**config.mk**
```make
export PLATFORM = sky130hd
export DESIGN_NAME = pzcorebus_error_responder
export DESIGN_NICKNAME = d
export VERILOG_FILES = /design/src/rtl/pzcorebus_error_responder.sv
export SDC_FILE = /design/constraint.sdc
export NUM_CORES = 1
export LEC_CHECK = 0
export CAP_MARGIN = 25
export CORE_UTILIZATION = 39
export CTS_CLUSTER_DIAMETER = 60
export DETAILED_ROUTE_END_ITERATION = 7
export PLACE_DENSITY_LB_ADDON = 0.05
export SLEW_MARGIN = 40
export SYNTH_ARGS = -nofsm -noshare
export SYNTH_HDL_FRONTEND = slang
export SYNTH_SLANG_ARGS = --single-unit
```
**constraint.sdc**
```tcl
create_clock -name i_clk -period 2.15 [get_ports i_clk]
set_input_delay 0.43 -clock i_clk [delete_from_list [all_inputs] [get_ports i_clk]]
set_output_delay 0.43 -clock i_clk [all_outputs]
set_load 0.03 [all_outputs]
```
**src/rtl/pzcorebus_error_responder.sv**
```systemverilog
// Error responder: absorbs any command, drains write data, and answers every
// non-posted command with error responses (read bursts get one beat per beat).
module pzcorebus_error_responder #(
  parameter int ID_WIDTH     = 8,
  parameter int LENGTH_WIDTH = 5,
  parameter int DATA_WIDTH   = 64
) (
  input  logic                    i_clk,
  input  logic                    i_rst,
  input  logic                    i_mcmd_valid,
  output logic                    o_mcmd_accept,
  input  logic [1:0]              i_mcmd,
  input  logic [ID_WIDTH-1:0]     i_mid,
  input  logic [LENGTH_WIDTH-1:0] i_mlength,
  input  logic                    i_mdata_valid,
  output logic                    o_mdata_accept,
  input  logic                    i_mdata_last,
  output logic                    o_sresp_valid,
  input  logic                    i_mresp_accept,
  output logic                    o_sresp,
  output logic [ID_WIDTH-1:0]     o_sid,
  output logic                    o_serror,
  output logic [DATA_WIDTH-1:0]   o_sdata,
  output logic                    o_slast,
  output logic [1:0]              o_state
);

  // Handshakes: a transfer happens on a rising edge where valid and
  // accept/ready are both high; valid never waits on accept, and the
  // response payload is held unchanged until its transfer completes.

  typedef enum logic [1:0] {
    IDLE   = 2'd0,
    WDRAIN = 2'd1,
    RESP   = 2'd2
  } state_t;

  localparam logic [1:0] CMD_READ   = 2'd0;
  localparam logic [1:0] CMD_POSTED = 2'd2;

  localparam logic [LENGTH_WIDTH:0] ONE     = {{LENGTH_WIDTH{1'b0}}, 1'b1};
  localparam logic [LENGTH_WIDTH:0] MAX_LEN = {1'b1, {LENGTH_WIDTH{1'b0}}};

  state_t                state_q, state_d;
  logic [ID_WIDTH-1:0]   id_q, id_d;
  logic                  read_q, read_d;
  logic                  posted_q, posted_d;
  logic [LENGTH_WIDTH:0] len_q, len_d;
  logic [LENGTH_WIDTH:0] cnt_q, cnt_d;

  logic [LENGTH_WIDTH:0] cmd_len;
  logic [LENGTH_WIDTH:0] cnt_inc;
  logic                  final_beat;

  always_ff @(posedge i_clk) begin
    if (i_rst) begin
      state_q  <= IDLE;
      id_q     <= '0;
      read_q   <= 1'b0;
      posted_q <= 1'b0;
      len_q    <= '0;
      cnt_q    <= '0;
    end else begin
      state_q  <= state_d;
      id_q     <= id_d;
      read_q   <= read_d;
      posted_q <= posted_d;
      len_q    <= len_d;
      cnt_q    <= cnt_d;
    end
  end

  always_comb begin
    state_d        = state_q;
    id_d           = id_q;
    read_d         = read_q;
    posted_d       = posted_q;
    len_d          = len_q;
    cnt_d          = cnt_q;
    o_mcmd_accept  = 1'b0;
    o_mdata_accept = 1'b0;
    o_sresp_valid  = 1'b0;
    o_sresp        = 1'b0;
    o_sid          = '0;
    o_serror       = 1'b0;
    o_slast        = 1'b0;

    // A zero length field stands for the largest burst, hence the extra bit.
    cmd_len    = (i_mlength == '0) ? MAX_LEN : {1'b0, i_mlength};
    cnt_inc    = cnt_q + ONE;
    final_beat = read_q ? (cnt_inc == len_q) : 1'b1;

    case (state_q)
      IDLE: begin
        o_mcmd_accept = ~i_rst;
        if (i_mcmd_valid && o_mcmd_accept) begin
          id_d     = i_mid;
          len_d    = cmd_len;
          read_d   = (i_mcmd == CMD_READ);
          posted_d = (i_mcmd == CMD_POSTED);
          cnt_d    = '0;
          state_d  = (i_mcmd == CMD_READ) ? RESP : WDRAIN;
        end
      end
      WDRAIN: begin
        o_mdata_accept = ~i_rst;
        if (i_mdata_valid && o_mdata_accept) begin
          if (i_mdata_last || (cnt_inc == len_q)) begin
            cnt_d   = '0;
            state_d = posted_q ? IDLE : RESP;
          end else begin
            cnt_d = cnt_inc;
          end
        end
      end
      RESP: begin
        // Outputs are forced low while reset is asserted so a dropped burst
        // never shows another beat.
        if (!i_rst) begin
          o_sresp_valid = 1'b1;
          o_sresp       = read_q;
          o_sid         = id_q;
          o_serror      = 1'b1;
          o_slast       = final_beat;
        end
        if (o_sresp_valid && i_mresp_accept) begin
          if (final_beat) begin
            cnt_d   = '0;
            state_d = IDLE;
          end else begin
            cnt_d = cnt_inc;
          end
        end
      end
      default: begin
        state_d = IDLE;
      end
    endcase
  end

  assign o_sdata = '0;
  assign o_state = state_q;

endmodule

```
### Yosys cells after proc, flatten, opt, wreduce, memory -nomap -nowiden

Index checks and enable logic that the tools add are counted.
W data, S select, Z words.

* logic and storage cells: 56
* output and inout bits: 80
* bits in registers: 24

* muxes and demuxes: 28
* bitwise operators: 1
* equality and inequality tests: 9
* $add $sub $neg: 1
* reduce and logical (&&, ||, !) cells: 11

Operators by type and width (number)
* $mux W6: 6
* $pmux W6 S3: 1
* $mux W8: 2
* $mux W2: 7
* $mux W1: 11
* $ne A2 B2 Y1 const B: 5
* $add A6 B1 Y6 const B: 1
* $eq A6 B6 Y1: 1
* $pmux W2 S3: 1
* $logic_not A5 Y1: 1
* $reduce_and A5 Y1: 1
* $eq A2 B2 Y1 const B: 2
* $logic_not A2 Y1: 2
* $reduce_and A4 Y1: 1
* $logic_and A1 B1 Y1: 3
* $reduce_bool A3 Y1: 1
* $eq A2 B1 Y1 const B: 1
* $reduce_and A2 Y1: 1
* $logic_or A1 B1 Y1: 1
* $not A1 Y1: 1

### Logic depth before layout (Yosys ltp)

* depth in word-level cells: 6
* depth in mapped cells: 8

### Least setup slack after synthesis

No wires, ideal clock.

* path kind: register to output
* from: reg cnt_q[0]
* to: out o_slast
* stages on the path, launching flop included: 7
* buffers on the path: 0
* data arrival time: 1906 ps
* required time: 1720 ps
* slack: -186 ps
* cells stage by stage: dfxtp_1 > ha_1 > and2_1 > o21ai_0 > a31o_2 > nand2_1 > a21boi_0

* longest elaborated chain between the ends: 5

RTL lines
* start, declared: RTL line 49 `logic [LENGTH_WIDTH:0] cnt_q, cnt_d;`
* start signal, assigned: RTL line 69 `cnt_q <= cnt_d;`
* $add A6 B1 Y6: RTL line 90 `cnt_inc = cnt_q + ONE;`
* $eq A6 B6 Y1: RTL line 91 `final_beat = read_q ? (cnt_inc == len_q) : 1'b1;`
* $mux W1: RTL line 91
* $mux W1: RTL line 119 `if (!i_rst) begin`
* $mux W1: RTL line 93 `case (state_q)`
* end, declared: RTL line 24 `output logic o_slast,`

Every way passes these cells.

### Worst setup path in the final report

* from: reg cnt_q[1]
* to: out o_slast

Same word-level chain as after synthesis.

==> flow_metrics.env <==
export IMPL_status="finished, violations left"
export IMPL_failing_checks="DRC, setup timing"
export IMPL_fin_crit_sh_pct=102
export IMPL_synth_most_common_cell="sky130_fd_sc_hd__buf_4"
export IMPL_async_flop_share_pct=0
export IMPL_power_switching_share_pct=42.1
export IMPL_postRouteWirelength_mm=3.63
export IMPL_synthTopCellsByArea="sky130_fd_sc_hd__buf_4 26%, sky130_fd_sc_hd__dfxtp_1 26%, sky130_fd_sc_hd__nand2_1 7.5%"
export IMPL_area_growth_pct=17.0
export IMPL_cap_viol_max_count=0
export IMPL_insertion_delay_ps=270
export IMPL_setup_tns_ps=-43.9
export IMPL_vias_per_cell=4.35
export IMPL_cts_tree="yes"
export IMPL_startpoint_type="register"
export IMPL_design_portCount=101
export IMPL_final_core_util_pct=48.6
export IMPL_drt_initial_drc_count=31
export IMPL_gpl_final_weighted_congestion=0.755
export IMPL_cpLargestDelayFamily="simple AND/OR/NAND/NOR gates"
export IMPL_htree_levels=1
export IMPL_postSynth_topFlopCell="sky130_fd_sc_hd__dfxtp_1"
export IMPL_detailed_place_hpwl_mm=2.77
export IMPL_initial_utilization_pct=41.5
export IMPL_power_combinational_fraction_pct=47.7
export IMPL_grt_overflow=0
export IMPL_p_int_w=0.000970
export IMPL_grt_antenna_before_repair=0
export IMPL_synth_yosys_warnings=0
export IMPL_netlist_cell_type_count=42
export IMPL_share_seq_of_total_power_pct=33.7
export IMPL_synthDominantAreaCellType="sky130_fd_sc_hd__buf_4"
export IMPL_cts_root_buf="sky130_fd_sc_hd__clkbuf_8"
export IMPL_worst_reg2reg_setup_slack_ps=130
export IMPL_tritoncts_num_buffers=3
export IMPL_drive_gt1_share_pct=17.6
export IMPL_finalSetupViolCount=1
export IMPL_finish_net_count=305
export IMPL_power_leakage_nw=1.03
export IMPL_power_frac_clock_pct=18.5
export IMPL_grt_first_pass_wirelength_mm=5.89
export IMPL_syn_inst=234
export IMPL_cp_cell_sequence="ha_4 > and3b_1 > or3_4 > a31o_4 > nand2_4 > a21boi_2 > buf_6"
export IMPL_count_of_tritonroute_iterations_in_the_first_routing_pass=6
export IMPL_synth_cell_area_um2=1840
export IMPL_post_route_worst_setup_slack_ps=-43.9
export IMPL_worst_endpoint_arrival_ps=1760
export IMPL_hold_viol=0
export IMPL_rows=24
export IMPL_maxSlewViolCount=0
export IMPL_cp_required_ps=1720
export IMPL_share_of_synthesized_area_occupied_by_flip_flops_and_latches_pct=26.1
export IMPL_clockBufferDepth=2
export IMPL_maximum_number_of_pins_on_one_net_before_global_route_repair=17
export IMPL_power_net_switching_w=0.000706
export IMPL_placement_io_buffers=36
export IMPL_grt_pass1_vias=1268
export IMPL_stdcell_area_um2=2160
export IMPL_synth_commonest_cells="65 x sky130_fd_sc_hd__buf_4, 37 x sky130_fd_sc_hd__nand2_1, 24 x sky130_fd_sc_hd__dfxtp_1"
export IMPL_die_h_um=70.8
export IMPL_kind_of_capture_point_of_the_worst_setup_path="primary output"
export IMPL_final_min_clock_period_ps=2190
export IMPL_total_power_w=0.00168
export IMPL_die_area_um2=5010
export IMPL_min_path_type="reg2reg"
export IMPL_antenna_violating_nets_post_route=0
export IMPL_power_per_cell_area_nw_per_um2=776
export IMPL_slowest_stage="sky130_fd_sc_hd__dfxtp_4"
export IMPL_worstSetupPathType="reg2out"
export IMPL_per_instance_average_area_after_synthesis_um2=7.88
export IMPL_floorplan_core_area_um2=4440
export IMPL_synth_edf_count=0
export IMPL_critical_path_max_fanout=4
export IMPL_clock_transition_at_the_registers_of_the_reported_paths_ps=90
export IMPL_tritoncts_num_sinks=24
export IMPL_critPathBufInv=1
export IMPL_drc=6
export IMPL_place_area_um2=2010
export IMPL_yosys_register_bits=24
export IMPL_num_vias=1436
export IMPL_max_freq_mhz=456
export IMPL_overall_global_routing_usage_pct=14.9
export IMPL_synth_top_area_share_pct=26.5
export IMPL_die_w_um=70.8
export IMPL_route_detailed_wl_per_inst_um=11.0
export IMPL_peakVddDrop_uv=270
export IMPL_grt_setup_unrepaired="yes"
export IMPL_ant_cells=0
export IMPL_clock_skew_final_ps=1.39
export IMPL_worst_path_largest_cell_delay_ps=360
export IMPL_dp_worst_setup_slack_ps=-2.47
==> flip-flops by register name, indices dropped and copies added, names as in the netlist <==
| register | cells |
|---|---|
| read_q | 1 |
| posted_q | 1 |
| o_state | 2 |
| len_q | 6 |
| cnt_q | 6 |
| id_q | 8 |
==> logic make-up (layout without fill, tap and decap cells) <==
kind of cell,after synthesis,in the layout,share of synthesized area (%)
AOI/OAI and AO/OA,25,25,9.50
DFF,24,24,26.1
and+or+nand+nor,93,93,27.3
buffers and inverters,78,59,29.5
xor gates and xnor gates,6,6,2.85
adders and majority gates,5,5,3.39
muxes,2,2,1.15
other,1,64,0.203
==> power groups by stage <==
stage	Combinational, W	Clock (W)	Sequential [W]
2_1_floorplan	0.000600	0	0.000589
6_report	0.000800	0.000310	0.000566
3_3_place_gp	0.000760	0	0.000576
3_5_place_dp	0.000757	0	0.000573
5_1_grt	0.000882	0.000346	0.000576
4_1_cts	0.000779	0.000326	0.000563
==> placed cells by master, fill, tap and decap left out, types with 2 or more instances in the layout <==
| cell type | instances |
|---|---|
| sky130_fd_sc_hd__and3_1 | 2 |
| sky130_fd_sc_hd__xnor2_1 | 4 |
| sky130_fd_sc_hd__inv_1 | 6 |
| sky130_fd_sc_hd__a21oi_1 | 6 |
| sky130_fd_sc_hd__conb_1 | 64 |
| sky130_fd_sc_hd__and2_1 | 12 |
| sky130_fd_sc_hd__nand3_1 | 5 |
| sky130_fd_sc_hd__o21ai_0 | 6 |
| sky130_fd_sc_hd__nor2b_1 | 3 |
| sky130_fd_sc_hd__xor2_1 | 2 |
| sky130_fd_sc_hd__ha_1 | 3 |
| sky130_fd_sc_hd__dfxtp_2 | 5 |
| sky130_fd_sc_hd__nand2_1 | 36 |
| sky130_fd_sc_hd__nand3b_1 | 16 |
| sky130_fd_sc_hd__dfxtp_1 | 18 |
| sky130_fd_sc_hd__a21boi_2 | 2 |
| sky130_fd_sc_hd__nand2b_1 | 2 |
| sky130_fd_sc_hd__o31ai_1 | 2 |
| sky130_fd_sc_hd__clkdlybuf4s50_1 | 22 |
| sky130_fd_sc_hd__buf_4 | 26 |
| sky130_fd_sc_hd__clkbuf_8 | 4 |
| sky130_fd_sc_hd__nor2_1 | 5 |
==> through the flow <==
step | hold slack (ps) | std cells
5_1_grt | 484 | 330
4_1_cts | 455 | 327
6_report | 450 | 330
2_1_floorplan | 429 | 297
3_3_place_gp | 439 | 321
3_5_place_dp | 443 | 321
==> worst register-to-register path, delay by kind of cell, from the launching register on <==
kind	cells	cell delay [ps]
AO/OA/AOI/OAI	3	600
adder cells (fa/ha/maj)	1	160
buffers and inverters	2	270
flip-flops	1	360
AND/OR/NAND/NOR	3	530
==> routing by layer <==
| layer | wire [µm] | share of wire, % | GRT usage (%) |
|---|---|---|---|
| met1 | 1590 | 44 | 18.1 |
| met2 | 1860 | 51 | 26.1 |
| met3 | 165 | 4.5 | 3.70 |
| met4 | 24 | 0.66 | 4.00 |
| met5 | 0 | 0 | 0 |
==> worst paths after layout <==
path	from	endpoint	cells after the start
worst max-delay path	cnt_q[1]	o_slast	7
worst max register to register	cnt_q[1]	o_state[0]	9
worst min-delay path	posted_q	posted_q	2
worst min register to register	posted_q	posted_q	2
==> repair_timing <==
action,CTS,global route
cloned,0,0
endpoints found under the setup margin,1,9
pin swaps,5,2
resized for setup,11,6
buffers inserted,2,3
hold buffers,0,0
==> layout make-up <==
type | count | area [µm²]
well taps | 52 | 65.1
multi-input cells | 195 | 1100
repair buffers | 49 | 427
fillers | 468 | 2290
flip-flops and latches | 24 | 490
clock buffers | 4 | 55.1
inverters | 6 | 22.5
(Power assumes the default switching activity.)
